[config.mk]
export PLATFORM = sky130hd
export DESIGN_NAME = auto_player
export DESIGN_NICKNAME = d
export VERILOG_FILES = /design/src/rtl/auto_player_pkg.sv /design/src/rtl/auto_seq_buf.sv /design/src/rtl/auto_player.sv
export SDC_FILE = /design/constraint.sdc
export NUM_CORES = 1
export LEC_CHECK = 0
export CORE_UTILIZATION = 55
export CTS_CLUSTER_SIZE = 30
export DETAILED_ROUTE_END_ITERATION = 16
export GPL_TIMING_DRIVEN = 0
export PLACE_DENSITY = 0.75
export RECOVER_POWER = 50
export SYNTH_ARGS = -nofsm -noshare
export SYNTH_HDL_FRONTEND = slang
export SYNTH_SLANG_ARGS = --single-unit
export TNS_END_PERCENT = 20
[constraint.sdc]
create_clock -name clk_i -period 3.9 [get_ports clk_i]
set_clock_uncertainty 0.05 [all_clocks]
set_input_delay 0.975 -clock clk_i [delete_from_list [all_inputs] [get_ports clk_i]]
set_output_delay 0.975 -clock clk_i [all_outputs]
set_load 0.02 [all_outputs]
[src/rtl/auto_player_pkg.sv]
// Shared types and default timing for the auto_player self-test responder.
package auto_player_pkg;

  localparam int unsigned DIG_W = 4;
  localparam int unsigned CNT_W = 16;

  localparam int unsigned DEF_DEPTH       = 8;
  localparam int unsigned DEF_RNG_LOW_CYC = 2;
  localparam int unsigned DEF_SETUP_CYC   = 4;
  localparam int unsigned DEF_THINK_CYC   = 20;
  localparam int unsigned DEF_RESULT_TMO  = 64;

  typedef enum logic [2:0] {
    StIdle,
    StReq,
    StCapture,
    StThink,
    StSet,
    StPunch,
    StResult,
    StEnd
  } state_e;

endpackage

[src/rtl/auto_seq_buf.sv]
// Digit capture buffer: sequential write with a running count, random read port.
module auto_seq_buf
  import auto_player_pkg::*;
#(
  parameter int unsigned DEPTH = DEF_DEPTH
) (
  input  logic                     clk_i,
  input  logic                     rst_ni,
  input  logic                     clr_i,
  input  logic                     we_i,
  input  logic [DIG_W-1:0]         wdata_i,
  input  logic [$clog2(DEPTH)-1:0] raddr_i,
  output logic [DIG_W-1:0]         rdata_o,
  output logic [$clog2(DEPTH):0]   count_o,
  output logic                     full_o
);

  localparam int unsigned AW = $clog2(DEPTH);
  localparam int unsigned LW = AW + 1;

  logic [DIG_W-1:0] mem_q [DEPTH];
  logic [LW-1:0]    count_q;

  // Writes beyond DEPTH are dropped; the owner flags the overflow.
  always_ff @(posedge clk_i or negedge rst_ni) begin
    if (!rst_ni) begin
      count_q <= '0;
      for (int unsigned i = 0; i < DEPTH; i++) mem_q[i] <= '0;
    end else if (clr_i) begin
      count_q <= '0;
    end else if (we_i && !full_o) begin
      mem_q[count_q[AW-1:0]] <= wdata_i;
      count_q                <= count_q + LW'(1);
    end
  end

  assign full_o  = (count_q == LW'(DEPTH));
  assign count_o = count_q;
  assign rdata_o = mem_q[raddr_i];

endmodule

[src/rtl/auto_player.sv]
// Automatic player for game_level: requests a round, captures the flashed digits, replays them.
// Optional AUTO_PLAYER_ERR_INJECT_EN adds err_en_i/err_idx_i to invert one replayed answer.
module auto_player
  import auto_player_pkg::*;
#(
  parameter int unsigned DEPTH       = DEF_DEPTH,
  parameter int unsigned RNG_LOW_CYC = DEF_RNG_LOW_CYC,
  parameter int unsigned SETUP_CYC   = DEF_SETUP_CYC,
  parameter int unsigned THINK_CYC   = DEF_THINK_CYC,
  parameter int unsigned RESULT_TMO  = DEF_RESULT_TMO
) (
  input  logic                     clk_i,
  input  logic                     rst_ni,
  input  logic                     start_i,
  input  logic                     flash_valid_i,
  input  logic [DIG_W-1:0]         flash_num_i,
  input  logic                     flash_done_i,
  input  logic                     win_i,
  input  logic                     loose_i,
`ifdef AUTO_PLAYER_ERR_INJECT_EN
  input  logic                     err_en_i,
  input  logic [$clog2(DEPTH)-1:0] err_idx_i,
`endif
  output logic                     rng_button_o,
  output logic [DIG_W-1:0]         toggle_answer_o,
  output logic                     punch_button_o,
  output logic                     busy_o,
  output logic                     pass_o,
  output logic                     fail_o,
  output logic                     overflow_o,
  output logic [$clog2(DEPTH):0]   seq_len_o
);

  localparam int unsigned AW = $clog2(DEPTH);
  localparam int unsigned LW = AW + 1;

  state_e           state_q;
  logic [CNT_W-1:0] cnt_q;
  logic [LW-1:0]    rd_ptr_q;
  logic             rng_q, punch_q, busy_q, pass_q, fail_q, ovf_q;
  logic [DIG_W-1:0] toggle_q;

  logic             buf_clr, buf_we, buf_full, ovf_hit, corrupt;
  logic [DIG_W-1:0] buf_rdata, answer;
  logic [LW-1:0]    buf_count, len_next;

  auto_seq_buf #(
    .DEPTH (DEPTH)
  ) u_buf (
    .clk_i   (clk_i),
    .rst_ni  (rst_ni),
    .clr_i   (buf_clr),
    .we_i    (buf_we),
    .wdata_i (flash_num_i),
    .raddr_i (rd_ptr_q[AW-1:0]),
    .rdata_o (buf_rdata),
    .count_o (buf_count),
    .full_o  (buf_full)
  );

  always_comb begin
    buf_clr  = (state_q == StIdle) && start_i;
    buf_we   = (state_q == StCapture) && flash_valid_i;
    ovf_hit  = buf_we && buf_full;
    // Length including a digit written in the same cycle as flash_done.
    len_next = buf_count + LW'(buf_we && !buf_full);
`ifdef AUTO_PLAYER_ERR_INJECT_EN
    corrupt  = err_en_i && (rd_ptr_q == {1'b0, err_idx_i});
`else
    corrupt  = 1'b0;
`endif
    answer   = buf_rdata ^ {DIG_W{corrupt}};
  end

  always_ff @(posedge clk_i or negedge rst_ni) begin
    if (!rst_ni) begin
      state_q  <= StIdle;
      cnt_q    <= '0;
      rd_ptr_q <= '0;
      rng_q    <= 1'b1;
      toggle_q <= '0;
      punch_q  <= 1'b0;
      busy_q   <= 1'b0;
      pass_q   <= 1'b0;
      fail_q   <= 1'b0;
      ovf_q    <= 1'b0;
    end else begin
      punch_q <= 1'b0;
      unique case (state_q)
        StIdle: begin
          if (start_i) begin
            pass_q  <= 1'b0;
            fail_q  <= 1'b0;
            ovf_q   <= 1'b0;
            busy_q  <= 1'b1;
            rng_q   <= 1'b0;
            cnt_q   <= '0;
            state_q <= StReq;
          end
        end
        StReq: begin
          if (cnt_q == CNT_W'(RNG_LOW_CYC - 1)) begin
            rng_q   <= 1'b1;
            state_q <= StCapture;
          end else begin
            cnt_q <= cnt_q + CNT_W'(1);
          end
        end
        StCapture: begin
          if (ovf_hit) begin
            ovf_q  <= 1'b1;
            fail_q <= 1'b1;
          end
          if (flash_done_i) begin
            if (ovf_q || ovf_hit) begin
              state_q <= StEnd;
            end else if (len_next == '0) begin
              fail_q  <= 1'b1;
              state_q <= StEnd;
            end else begin
              cnt_q    <= '0;
              rd_ptr_q <= '0;
              state_q  <= StThink;
            end
          end
        end
        StThink: begin
          if (cnt_q == CNT_W'(THINK_CYC - 1)) begin
            toggle_q <= answer;
            cnt_q    <= '0;
            state_q  <= StSet;
          end else begin
            cnt_q <= cnt_q + CNT_W'(1);
          end
        end
        StSet: begin
          if (loose_i) begin
            fail_q  <= 1'b1;
            state_q <= StEnd;
          end else if (cnt_q == CNT_W'(SETUP_CYC - 1)) begin
            punch_q  <= 1'b1;
            rd_ptr_q <= rd_ptr_q + LW'(1);
            state_q  <= StPunch;
          end else begin
            cnt_q <= cnt_q + CNT_W'(1);
          end
        end
        StPunch: begin
          // rd_ptr already points at the next digit, so the next SET loads it here.
          if (loose_i) begin
            fail_q  <= 1'b1;
            state_q <= StEnd;
          end else if (rd_ptr_q == buf_count) begin
            cnt_q   <= '0;
            state_q <= StResult;
          end else begin
            toggle_q <= answer;
            cnt_q    <= '0;
            state_q  <= StSet;
          end
        end
        StResult: begin
          if (loose_i) begin
            fail_q  <= 1'b1;
            state_q <= StEnd;
          end else if (win_i) begin
            pass_q  <= 1'b1;
            state_q <= StEnd;
          end else if (cnt_q == CNT_W'(RESULT_TMO - 1)) begin
            fail_q  <= 1'b1;
            state_q <= StEnd;
          end else begin
            cnt_q <= cnt_q + CNT_W'(1);
          end
        end
        StEnd: begin
          busy_q  <= 1'b0;
          state_q <= StIdle;
        end
        default: state_q <= StIdle;
      endcase
    end
  end

  assign rng_button_o    = rng_q;
  assign toggle_answer_o = toggle_q;
  assign punch_button_o  = punch_q;
  assign busy_o          = busy_q;
  assign pass_o          = pass_q;
  assign fail_o          = fail_q;
  assign overflow_o      = ovf_q;
  assign seq_len_o       = buf_count;

endmodule

==> impl_metrics.ini <==
[run_status]
status = complete, but fails checks
violations = capacitance limit, slew limit

[routing]
wl_met1_um = 3840
vias = 2856
wl_met3_um = 344
firstDrtPassIters = 5
first_iter_violations = 213
routed_via_density = 6.03
routed_wirelength_um = 8110
highest_layer = met4
ant_nets = 0
post_drt_wl_per_cell_um = 17.1
wl_met2_um = 3770
drc = 0

[setup_path]
r2r_start = u_buf.count_o[1]$_DFFE_PN0P_
cp_cell_sequence = clkdlybuf4s50_1, nand2_1, nor2_2, clkbuf_4, ha_1, ha_1, or4_1, o211ai_1, o21ai_1, o211ai_2, or2_1, buf_6, buf_12, o31ai_2
slowest_delay_ns = 0.52
cp-endpoint = cnt_q[7]$_DFFE_PN0P_
r2r_slack_ns = 0.30
crit_path_frequent_cell = ha_1
crit_cells = 14
crit_fanout = 10
ff2ff_path_depth = 17
cp_slowest_cell = clkdlybuf4s50_1
end_kind = flop
r2r_end = cnt_q[7]$_DFFE_PN0P_
worst-path-buf-inv = 4
crit_required_ns = 4.08
crit_family = buffers and inverters
worstSetupStartpoint = flash_valid_i
start_kind = input port
critPathArrivalTime_ns = 3.87
critPathKind = in2reg

[yosys]
synth_flop_cell = dfrtp_1
synthMuxAreaShare = 0.158
syn_area_um2 = 3820
synth_compound_area_frac = 0.139
yosysTopAreaCell = dfrtp_1
synth_seq_cells = 69
synth_top_cell_area_share = 0.445
synth-xor-area-share = 0.0138
syn_nets = 371
synth_edf_count = 0
synth.area.top_cells = dfrtp_1 45%, mux2_2 10%, mux4_2 4.7%, o21ai_0 3.9%, nor2_1 2.7%
yosys.cell_count.top_type = dfrtp_1
synth-async-reset-ratio = 1.00
ys_top_cells_by_count = 68 x dfrtp_1, 34 x mux2_2, 30 x o21ai_0
synth_warnings = 0
yosysSeqAreaShare = 0.452
synth_fa_ha_area_frac = 0.0229
synth_top_family_by_area = simple AND/OR/NAND/NOR gates
avgSynthCellArea_um2 = 10.8
synth_cell_types = 55
synth-simple-area-share = 0.174
synthCells = 353

[timing]
relSlewSlack = -0.137
min_period_ns = 3.69
slew_viol_final = 70
worst_slack_ns = 0.209
fmax_ghz = 0.271
worst_pin_slew_ns = 1.71
hold_ws_ns = 0.445
period_share = 0.946
tns_ns = 0
setup_viol = 0
hold_viol = 0

[finish]
final_core_util = 0.645
layout-drive-gt1-share = 0.241
diodes = 0
final_cells = 474
num-fill-cells = 520
fin_nets = 407
fin_area_um2 = 4360
area_growth_pct = 14.0

[power]
p_per_area_nw_per_um2 = 643
power.total_mw = 2.80
peakVddDrop_mv = 0.297
p_leak_nw = 1.88

[clock_tree]
hold_buffers = 0
numCtsBuffers = 9
htree_levels = 3
tritoncts = yes
clkSinkCount = 69
clk_latency_ns = 0.35
cts_root_buffer = clkbuf_8
clk_pin_slew_ns = 0.08
cts_max_path_buffers = 2

[global_route]
overflow = 0
antenna_found_initial = 0
grt_max_degree = 70
gr-usage-all-layers = 0.244
grt_pass1_vias = 2746
grt_pass1_wl_um = 13600

[place]
dp_hpwl_um = 5580
post-place-ws_ns = -0.255
dp_cells = 457
place_congestion = 0.904
placed_cell_area_um2 = 4160
port_buffers = 24

[floorplanning]
pin_count = 25
initial_core_util = 0.566
rows = 30
die_area_um2 = 7280
die_width_um = 85.4
dieHeight_um = 85.4
core_region_area_um2 = 6760

[run]
cap_violations = 1

[hold_path]
hold_class = reg2reg
==> flip-flops by register name (all words and copies together), names as in the netlist <==
register         flops
fail_o               1
u_buf.count_o        4
cnt_q               16
toggle_answer_o      4
punch_button_o       1
state_q              3
pass_o               1
rd_ptr_q             4
rng_button_o         1
overflow_o           1
busy_o               1
u_buf.mem_q         32
==> logic make-up (layout without fill, tap and decap cells) <==
logic type,Yosys count,in the layout
XOR/XNOR,6,6
buffers and inverters,30,71
AO/OA/AOI/OAI,75,75
AND/OR/NAND/NOR,120,120
multiplexers,46,46
flip-flops,69,69
adder cells (fa/ha/maj),7,7
==> cells in the final DEF, fill, tap and decap left out, drive strengths merged, types with 9 or more instances in the layout <==
cell type	instances
nand2	25
inv	11
mux2	34
clkdlybuf4s50	22
o21ai	34
dfrtp	68
nor2	27
o31ai	15
buf	13
nor3	9
nand3	16
clkbuf	18
==> worst min-delay path, cell delays in order (launching register included) <==
cell and delay, ns:
dfrtp_1 0.35, nand2_1 0.05, o21ai_0 0.06
==> per-layer routing <==
| metal | track usage | up-vias |
|---|---|---|
| met2 | 0.386 | 81 |
| li1 | - | 1381 |
| met3 | 0.0457 | 13 |
| met1 | 0.332 | 1381 |
| met5 | 0 | - |
| met4 | 0.102 | 0 |
==> how the worst min path moves through the flow <==
stage,from,endpoint,slack [ns],cells after the start
floorplan,cnt_q[15]$_DFFE_PN0P_,cnt_q[15]$_DFFE_PN0P_,0.41,1
global placement,toggle_answer_o[3]$_DFFE_PN0P_,toggle_answer_o[3]$_DFFE_PN0P_,0.42,2
detailed placement,toggle_answer_o[3]$_DFFE_PN0P_,toggle_answer_o[3]$_DFFE_PN0P_,0.42,2
CTS,toggle_answer_o[3]$_DFFE_PN0P_,toggle_answer_o[3]$_DFFE_PN0P_,0.45,2
global route,toggle_answer_o[2]$_DFFE_PN0P_,toggle_answer_o[2]$_DFFE_PN0P_,0.46,2
finish,toggle_answer_o[0]$_DFFE_PN0P_,toggle_answer_o[0]$_DFFE_PN0P_,0.45,2
==> timing repair <==
item                                    CTS  global route
endpoints found under the setup margin    0            16
setup buffers                             0             1
gates resized for setup                   0             6
==> power by group <==
group / internal, mW / total (mW) / leakage, nW / switching [mW]
Combinational: 0.557 / 1.22 / 0.861 / 0.664
Clock: 0.297 / 0.594 / 0.0996 / 0.296
Sequential: 0.884 / 0.984 / 0.922 / 0.100
Total: 1.74 / 2.80 / 1.88 / 1.06
==> layout make-up <==
class / instances / area, um^2 / share of cell area
clock inverter: 7 / 73.8 / 0.0169
tap: 80 / 100 / 0.0230
multi-input combinational: 254 / 1930 / 0.443
buffer: 20 / 120 / 0.0276
sequential: 69 / 1730 / 0.397
clock buffer: 9 / 124 / 0.0284
timing repair buffer: 25 / 243 / 0.0557
inverter: 10 / 37.5 / 0.00862
No activity file was read; power rests on OpenSTA's default activity.
==> edit: new RTL, config.mk and constraints unchanged <==
Change the package constant `DEF_DEPTH` from 8 to 16.
--- a/src/rtl/auto_player_pkg.sv
+++ b/src/rtl/auto_player_pkg.sv
@@ -6,3 +6,3 @@
 
-  localparam int unsigned DEF_DEPTH       = 8;
+  localparam int unsigned DEF_DEPTH       = 16;
   localparam int unsigned DEF_RNG_LOW_CYC = 2;
Ports: changed (resized seq_len_o); port bits go from 25 to 26. No check against the original RTL was run, so the function may have changed too.
==> edit against the unedited design <==
Worst setup slack got worse by 0.073 ns; synthesized area up 44%; the flow still finishes with violations (max-capacitance violations, max-slew violations); sequential cell count grew 34; power grew 27%; die area increased by 43%; via count grew 36%; largest cell class unchanged; sequential power grew 41%; final area up 42%; sequential share of layout area is 2.0 points higher; clock power is 11% higher; wire length rose by 44%.
==> edit: results (changes against the unedited design) <==
placed cells 623 (+36%); Worst Hold Path Cells 2 (unchanged); Comb group 1.50 mW (+23%); Pwr Density 575 nW/um^2 (-11%); critical-path cell with the highest stage delay clkdlybuf4s50_1; outcome finished, violations left; most common library cells after synthesis dfrtp_1, mux2_2, nand2_1; Avg WL per Cell 18.2 um (+6.2%); unique cell type count in the Yosys netlist 55 (unchanged); final slew viol count 29 (-59%); PortBufs 25 (+4.2%); failing checks max-capacitance violations, max-slew violations; Psw 1.35 mW (+27%); total placed instance area 5940 um^2 (+43%); hold endpoint rng_button_o; multi-input gates 324 (+28%); reg2reg end cnt_q[3]; area of the multi-input gates 2750 um^2 (+42%); Repair and plain buffers 58 (+29%); detailed router's first-iteration violation count 205 (-3.8%); Reg2Reg Launch Point state_q[2]; post-layout minimum cycle time 3.76 ns (+0.0727 ns); Fin Hold WS 0.439 ns (-0.00559 ns); synth top area cells dfrtp_1, mux2_2, mux4_2; fraction of layout cells with a size suffix above 1 0.279 (+0.0379); via count 3890 (+36%); Filler cells 784 (+51%); buffering overhead 0.0743 (-0.00905); Non-CTS inverters 8 (-2); worst vdd ir 0.000303 V (+2.1%); largest net degree at the start of global routing 76 (+8.6%); gpl congestion 0.832 (-7.9%); sequential fraction of the synthesis area 0.469 (+0.0165); hold path start rng_button_o; 1st-pass router iterations 4 (-1); syn_nets 484 (+30%); FF+latch count 103 (+49%); vias in the first global route 3743 (+36%); Util after Layout 0.636 (-0.00909); Final clock-cell share 0.0326 (-0.0128); crit path launch flash_valid_i; overall routing resource usage 0.239 (-0.00501); routed wire length 11700 um (+44%); Sequential cell area 2580 um^2 (+49%); Reg2Reg Depth 14 (-3); sequential power 1.39 mW (+41%); CP max stage delay 0.48 ns (-0.04 ns); dpl hpwl 8250 um (+48%); Clk pin slew, worst setup/hold paths 0.10 ns (+0.02 ns); dpl ws -0.701 ns (-0.446 ns); Leak Pwr 2.78 nW (+48%); max_slew headroom -0.178 (-0.0406); top flop regs u_buf.mem_q x64, cnt_q x16; crit-path leading delay family compound AO/OA/AOI/OAI gates; Syn Inst Count 464 (+31%); # nets final 524 (+29%); # Max-Cap Violations 1 (unchanged); Worst R2R Setup Slack 0.21 ns (-0.09 ns); first-pass GRT wire length 18700 um (+38%); clock latency on the worst-skew pair 0.37 ns (+0.02 ns)
-- edit: cell count changes in the layout (fill, tap and decap cells not counted), moves of 6 or more --
cell / unedited run / this run
o21ai_0: 29 / 10
mux2_2: 34 / 68
nand3_1: 16 / 9
nor3b_1: 0 / 6
o21ai_1: 2 / 8
dfrtp_1: 68 / 102
o31ai_1: 7 / 16
mux4_2: 8 / 20
nand2_1: 25 / 41
-- edit: routing by layer --
metal	routed length [um]	GRT usage	vias to the layer above
met5	0	0	-
met4	189	0.0758	0
met3	337	0.0287	18
met2	5990	0.408	77
met1	5140	0.320	1996
li1	-	-	1799
-- edit: what timing repair did --
item / in CTS / in global routing
gates resized for setup: 1 / 4
buffers inserted: 2 / 1
pin swaps: 1 / 0
hold endpoints to repair: 0 / 0
endpoints found under the setup margin: 16 / 18
-- edit: logic make-up after synthesis --
family,Yosys count,share of synthesized area
simple gates,140,0.132
flops,103,0.469
mux,94,0.232
compound gates,71,0.0953
buf+inv,37,0.0355
xor+xnor,10,0.0159
fa+ha+maj,9,0.0205
